## src/rtl/uart_pkg.sv

```systemverilog
// Shared types and constants for the UART receive path.
package uart_pkg;

  // Receive frame FSM states
  typedef enum logic [2:0] {
    S_IDLE,
    S_START,
    S_DATA,
    S_PARITY,
    S_STOP,
    S_PUSH,
    S_WAIT_IDLE
  } rx_state_e;

  // Parity mode encodings
  localparam int unsigned PAR_NONE = 0;
  localparam int unsigned PAR_ODD  = 1;
  localparam int unsigned PAR_EVEN = 2;

  // Bit timer width
  localparam int unsigned CNT_W = 32;

  // Clock cycles per bit period; 64-bit intermediate avoids overflow of MHz*1e6
  function automatic int unsigned delay_frames(input int unsigned fmax_mhz,
                                               input int unsigned baud);
    logic [63:0] hz;
    hz = 64'(fmax_mhz) * 64'd1000000;
    return 32'(hz / 64'(baud));
  endfunction

endpackage

```

## src/rtl/sync_fifo.sv

```systemverilog
// First-word fall-through FIFO; dout reads zero while empty.
module sync_fifo #(
  parameter int unsigned WIDTH = 10,
  parameter int unsigned DEPTH = 16
) (
  input  logic                     clk,
  input  logic                     reset,
  input  logic                     push,
  input  logic [WIDTH-1:0]         din,
  input  logic                     pop,
  output logic [WIDTH-1:0]         dout,
  output logic                     empty,
  output logic                     full,
  output logic [$clog2(DEPTH):0]   count
);

  localparam int unsigned AW = $clog2(DEPTH);
  localparam int unsigned CW = AW + 1;

  logic [WIDTH-1:0] mem_q [DEPTH];
  logic [AW-1:0]    wr_ptr_q, wr_ptr_d;
  logic [AW-1:0]    rd_ptr_q, rd_ptr_d;
  logic [CW-1:0]    count_q, count_d;
  logic             do_push;
  logic             do_pop;

  assign empty = (count_q == '0);
  assign full  = (count_q == CW'(DEPTH));
  assign count = count_q;
  assign dout  = empty ? '0 : mem_q[rd_ptr_q];

  // A pop on a full FIFO frees the slot the same-cycle push needs
  always_comb begin
    do_pop   = pop && !empty;
    do_push  = push && (!full || do_pop);
    wr_ptr_d = wr_ptr_q;
    rd_ptr_d = rd_ptr_q;
    count_d  = count_q;
    if (do_push) wr_ptr_d = wr_ptr_q + AW'(1);
    if (do_pop)  rd_ptr_d = rd_ptr_q + AW'(1);
    case ({do_push, do_pop})
      2'b10:   count_d = count_q + CW'(1);
      2'b01:   count_d = count_q - CW'(1);
      default: count_d = count_q;
    endcase
  end

  // Pointer and occupancy registers
  always_ff @(posedge clk) begin
    if (reset) begin
      wr_ptr_q <= '0;
      rd_ptr_q <= '0;
      count_q  <= '0;
    end else begin
      wr_ptr_q <= wr_ptr_d;
      rd_ptr_q <= rd_ptr_d;
      count_q  <= count_d;
    end
  end

  // Storage array; contents are don't-care until written
  always_ff @(posedge clk) begin
    if (do_push) mem_q[wr_ptr_q] <= din;
  end

endmodule

```

## src/rtl/uart_receiver.sv

```systemverilog
// UART receive path: synchroniser, frame FSM with start-glitch rejection,
// parity/framing checks and a buffered valid/ready output.
module uart_receiver
  import uart_pkg::*;
#(
  parameter int unsigned FMAX_MHz   = 27,
  parameter int unsigned BaudRate   = 115200,
  parameter int unsigned DATA_BITS  = 8,
  parameter int unsigned PARITY     = 0,
  parameter int unsigned STOP_BITS  = 1,
  parameter int unsigned FIFO_DEPTH = 16
) (
  input  logic                          clk,
  input  logic                          reset,
  input  logic                          uart_rx,
  output logic [DATA_BITS-1:0]          rdata,
  output logic                          rdata_valid,
  input  logic                          rdata_ready,
  output logic                          frame_err,
  output logic                          parity_err,
  output logic                          overrun,
  output logic [$clog2(FIFO_DEPTH):0]   fifo_count
);

  localparam int unsigned DELAY    = delay_frames(FMAX_MHz, BaudRate);
  localparam int unsigned HALF     = DELAY / 2;
  localparam logic [CNT_W-1:0] BIT_END  = CNT_W'(DELAY - 1);
  localparam logic [CNT_W-1:0] HALF_END = CNT_W'(HALF - 1);
  localparam int unsigned IDX_W    = $clog2(DATA_BITS);
  localparam int unsigned EW       = DATA_BITS + 2;

  rx_state_e            state_q, state_d;
  logic [CNT_W-1:0]     cnt_q, cnt_d;
  logic [IDX_W-1:0]     idx_q, idx_d;
  logic                 stop_q, stop_d;
  logic [DATA_BITS-1:0] shift_q, shift_d;
  logic                 par_q, par_d;
  logic                 ferr_q, ferr_d;
  logic                 perr_q, perr_d;
  logic                 sync1_q, sync1_d;
  logic                 rx_s_q, rx_s_d;
  logic                 overrun_q, overrun_d;
  logic                 push_c;
  logic                 par_chk_c;

  logic [EW-1:0]        fifo_dout;
  logic                 fifo_empty;
  logic                 fifo_full;
  logic                 pop_fire_c;

  // Frame FSM next-state, bit timer and per-frame accumulators
  always_comb begin
    state_d   = state_q;
    cnt_d     = cnt_q + CNT_W'(1);
    idx_d     = idx_q;
    stop_d    = stop_q;
    shift_d   = shift_q;
    par_d     = par_q;
    ferr_d    = ferr_q;
    perr_d    = perr_q;
    push_c    = 1'b0;
    par_chk_c = par_q ^ rx_s_q;
    sync1_d   = uart_rx;
    rx_s_d    = sync1_q;

    unique case (state_q)
      S_IDLE: begin
        cnt_d = '0;
        if (!rx_s_q) state_d = S_START;
      end
      S_START: begin
        if (cnt_q == HALF_END) begin
          if (rx_s_q) begin
            state_d = S_IDLE;
          end else begin
            state_d = S_DATA;
            idx_d   = '0;
            shift_d = '0;
            par_d   = 1'b0;
            ferr_d  = 1'b0;
            perr_d  = 1'b0;
          end
        end
      end
      S_DATA: begin
        if (cnt_q == BIT_END) begin
          cnt_d          = '0;
          shift_d[idx_q] = rx_s_q;
          par_d          = par_q ^ rx_s_q;
          if (idx_q == IDX_W'(DATA_BITS - 1)) begin
            state_d = (PARITY != PAR_NONE) ? S_PARITY : S_STOP;
            stop_d  = 1'b0;
          end else begin
            idx_d = idx_q + IDX_W'(1);
          end
        end
      end
      S_PARITY: begin
        if (cnt_q == BIT_END) begin
          perr_d  = (PARITY == PAR_EVEN) ? par_chk_c : ~par_chk_c;
          state_d = S_STOP;
          stop_d  = 1'b0;
        end
      end
      S_STOP: begin
        if (cnt_q == BIT_END) begin
          cnt_d = '0;
          if (!rx_s_q) ferr_d = 1'b1;
          if (stop_q == 1'(STOP_BITS - 1)) state_d = S_PUSH;
          else                             stop_d  = 1'b1;
        end
      end
      S_PUSH: begin
        push_c  = 1'b1;
        state_d = ferr_q ? S_WAIT_IDLE : S_IDLE;
      end
      S_WAIT_IDLE: begin
        cnt_d = '0;
        if (rx_s_q) state_d = S_IDLE;
      end
      default: state_d = S_IDLE;
    endcase

    if (state_d != state_q) cnt_d = '0;
  end

  // Sticky overrun: set by a dropped frame, cleared by the next accepted pop
  always_comb begin
    pop_fire_c = rdata_ready && !fifo_empty;
    overrun_d  = overrun_q;
    if (push_c && fifo_full && !pop_fire_c) overrun_d = 1'b1;
    else if (pop_fire_c)                    overrun_d = 1'b0;
  end

  // State, synchroniser and flag registers
  always_ff @(posedge clk) begin
    if (reset) begin
      state_q   <= S_IDLE;
      cnt_q     <= '0;
      idx_q     <= '0;
      stop_q    <= 1'b0;
      shift_q   <= '0;
      par_q     <= 1'b0;
      ferr_q    <= 1'b0;
      perr_q    <= 1'b0;
      sync1_q   <= 1'b1;
      rx_s_q    <= 1'b1;
      overrun_q <= 1'b0;
    end else begin
      state_q   <= state_d;
      cnt_q     <= cnt_d;
      idx_q     <= idx_d;
      stop_q    <= stop_d;
      shift_q   <= shift_d;
      par_q     <= par_d;
      ferr_q    <= ferr_d;
      perr_q    <= perr_d;
      sync1_q   <= sync1_d;
      rx_s_q    <= rx_s_d;
      overrun_q <= overrun_d;
    end
  end

  sync_fifo #(
    .WIDTH (EW),
    .DEPTH (FIFO_DEPTH)
  ) u_fifo (
    .clk   (clk),
    .reset (reset),
    .push  (push_c),
    .din   ({perr_q, ferr_q, shift_q}),
    .pop   (rdata_ready),
    .dout  (fifo_dout),
    .empty (fifo_empty),
    .full  (fifo_full),
    .count (fifo_count)
  );

  assign rdata       = fifo_dout[DATA_BITS-1:0];
  assign frame_err   = fifo_dout[DATA_BITS];
  assign parity_err  = fifo_dout[DATA_BITS+1];
  assign rdata_valid = !fifo_empty;
  assign overrun     = overrun_q;

endmodule

```

## config.mk

```make
export PLATFORM = sky130hd
export DESIGN_NAME = uart_receiver
export DESIGN_NICKNAME = d
export VERILOG_FILES = /design/src/rtl/uart_pkg.sv /design/src/rtl/sync_fifo.sv /design/src/rtl/uart_receiver.sv
export SDC_FILE = /design/constraint.sdc
export NUM_CORES = 1
export LEC_CHECK = 0
export CAP_MARGIN = 20
export CORE_MARGIN = 10
export CORE_UTILIZATION = 62
export DETAILED_ROUTE_END_ITERATION = 10
export PLACE_DENSITY_LB_ADDON = 0.15
export SETUP_SLACK_MARGIN = 0.02
export SLEW_MARGIN = 20
export SYNTH_ARGS = -nofsm -noshare
export SYNTH_HDL_FRONTEND = slang
export SYNTH_SLANG_ARGS = --single-unit
```

## constraint.sdc

```tcl
create_clock -name clk -period 3.4 [get_ports clk]
set_clock_uncertainty 0.2 [all_clocks]
set_input_delay 0.34 -clock clk [delete_from_list [all_inputs] [get_ports clk]]
set_output_delay 0.34 -clock clk [all_outputs]
set_load 0.05 [all_outputs]
```

==> flow_summary.json <==
{
  "final_util_pct": 71.32,
  "crit_fanout": 40,
  "post_cts_buffers": 0,
  "synth_xor_area_share_pct": 3.624,
  "cp-end-kind": "primary output",
  "critPathKind": "reg -> out",
  "clkSlewWorstSetupHoldPaths_ps": 60,
  "die_y_um": 144.9,
  "power.density_mw_per_mm2": 494.4,
  "core_area_mm2": 0.01526,
  "synth_top_family_by_area": "simple AND/OR/NAND/NOR gates",
  "synthSimpleGateAreaFrac_pct": 13.01,
  "fin_crit_ps": 3148,
  "wl_per_cell_um": 20.45,
  "detail_route.first_pass.iterations": 5,
  "status": "finished clean",
  "antenna_cells": 0,
  "clkSinkCount": 229,
  "gp_congestion": 0.8592,
  "cap_viol_max_count": 0,
  "maxSlewHeadroom_pct": 49.88,
  "synth_fa_ha_area_share_pct": 2.019,
  "start_util_pct": 63.36,
  "ys_seq_area_share_pct": 63.98,
  "avgSynthCellArea_um2": 14.69,
  "synth-compound-area-share_pct": 2.446,
  "h-tree-depth": 1,
  "worst_pin_slew_ps": 750.7,
  "root_buffer": "clkbuf_16",
  "final_antenna_net_count": 0,
  "p_leak_nw": 3.723,
  "nNetsFinal": 711,
  "cp-start-kind": "register",
  "syn_inst": 658,
  "r2r_cells": 11,
  "reg2reg_setup_slack_ps": 350,
  "fin_crit_sh_pct": 92.59,
  "clockBufferDepth": 3,
  "cts_resized": 0,
  "yosysTopAreaCell": "edfxtp_1",
  "layout-drive-gt1-share_pct": 19.29,
  "setup_tns_ps": 0,
  "drt_wl_total_um": 18740,
  "remaining_drc_errors": 0,
  "yosysMostFrequentCell": "edfxtp_1",
  "hold_viol": 0,
  "grt_max_degree": 41,
  "vias": 5542,
  "rsz0062_at_grt": "no",
  "grt_pass1_vias": 5820,
  "endpoint": "rdata[2]",
  "synth_edf_count": 160,
  "drtIter0Drc": 435,
  "syn2layout_area_growth_pct": 12.55,
  "max_freq_ghz": 0.3177,
  "hold_buffers": 0,
  "clock_latency_ps": 520,
  "die-area_mm2": 0.02099,
  "r2r_start": "u_fifo.count[0]",
  "synth.area.mux_share_pct": 12.70,
  "cts_buffers": 23,
  "ys.warnings.count": 0,
  "hpwlAfterDp_um": 12530,
  "hold_class": "in -> reg",
  "grt_usage_pct": 19.06,
  "synth_top_flop_cell": "edfxtp_1",
  "worstPathRequired_ps": 2860,
  "r2r-end": "u_fifo.count[4]",
  "io-pin-count": 21,
  "synth_top_area_share_pct": 49.70,
  "overflow": 0,
  "fin_total_pwr_mw": 5.380,
  "ir_drop_uv": 416.6,
  "setup_viol_count_final": 0,
  "ys_types": 56,
  "ys_ff_latch": 229,
  "crit_arrival_ps": 2610,
  "rows": 45,
  "async_reset_ff_share_pct": 0,
  "io_buffers": 20,
  "syn-num-nets": 677,
  "netlist_area_mm2": 0.009668,
  "routed_via_density": 6.050,
  "synthTopCellsByArea": "edfxtp_1 (50%), dfxtp_1 (14%), mux4_2 (12%)",
  "drv_slew": 0,
  "yosys-top-cells-count": "edfxtp_1 (160), dfxtp_1 (69), nor2_1 (69)",
  "grt_pass1_wl_um": 31220,
  "die_x_um": 144.9,
  "cts_tree": "yes",
  "antenna_found_initial": 0
}
-- routing by layer --
metal  share of wire, %  GRT usage [%]  up-vias
li1                   -              -     2563
met1                 40          23.44     2776
met2                 52          33.14      154
met3                4.5          3.194       49
met4                3.0          7.074        0
met5                  0              0        -
-- worst min path at each step --
stage	start	end	depth (start not counted)	slack, ps
floorplan	rx_s_d	rx_s_q	1	190
global placement	rx_s_d	rx_s_q	1	200
detailed placement	rx_s_d	rx_s_q	1	210
CTS	uart_rx	rx_s_d	2	180
global route	uart_rx	rx_s_d	2	200
finish	uart_rx	rx_s_d	2	180
-- power breakdown --
| group | internal [mW] | leakage, nW | switching (mW) |
|---|---|---|---|
| combinational | 0.0105 | 1.19 | 0.0182 |
| sequential | 2.95 | 2.19 | 0.00379 |
| clock | 1.39 | 0.344 | 1.01 |
| total | 4.35 | 3.72 | 1.03 |
-- area by class of cell --
type                       count  area (um^2)
fill                         999         4377
multi-input combinational    375         3273
sequential                   229         6188
tap                          211        264.0
inverter                      21        78.83
timing repair buffer          42        365.4
clock buffer                  25        583.1
clock inverter                13        128.9
-- layout by cell type (no fill, tap or decap), types with 14 or more instances in the layout --
master / n
edfxtp_1: 160
nor2_1: 69
dfxtp_1: 67
mux4_2: 50
buf_4: 30
nand2_1: 27
xnor2_1: 25
nand3_1: 24
clkbuf_16: 23
inv_1: 21
nor3_1: 17
xor2_1: 15
ha_1: 14
-- state kept, by name, summed over array words and instances (netlist names), named ones only --
register / cells
state_q: 3
ferr_q: 1
perr_q: 1
rx_s_q: 1
u_fifo.wr_ptr_q: 4
u_fifo.count: 5
u_fifo.mem_q: 160
par_q: 1
rx_s_d: 1
idx_q: 3
u_fifo.rd_ptr_q: 4
cnt_q: 32
shift_q: 8
overrun: 1
-- critical path, stage by stage (launching register included) --
cell     delay [ps]
dfxtp_2         340
buf_12          300
mux4_2          580
mux4_2          480
and2_1          180
buf_4           190
-- logic make-up after synthesis --
logic type      Yosys count
buf+inv                  54
mux                      60
compound gates           33
xor+xnor                 40
simple gates            227
fa+ha+maj                15
flops                   229
-- stage by stage --
stage,cells,instance area (um^2),worst slack [ps],hold WS [ps]
finish,916,10880,252.1,183.7
CTS,916,10880,200.7,179.7
floorplan,658,9668,168.0,189.5
global placement,878,10160,412.6,202.4
detailed placement,878,10160,244.9,210.2
global route,916,10880,46.31,195.5
Note: power is estimated with default switching activity, not from simulation.
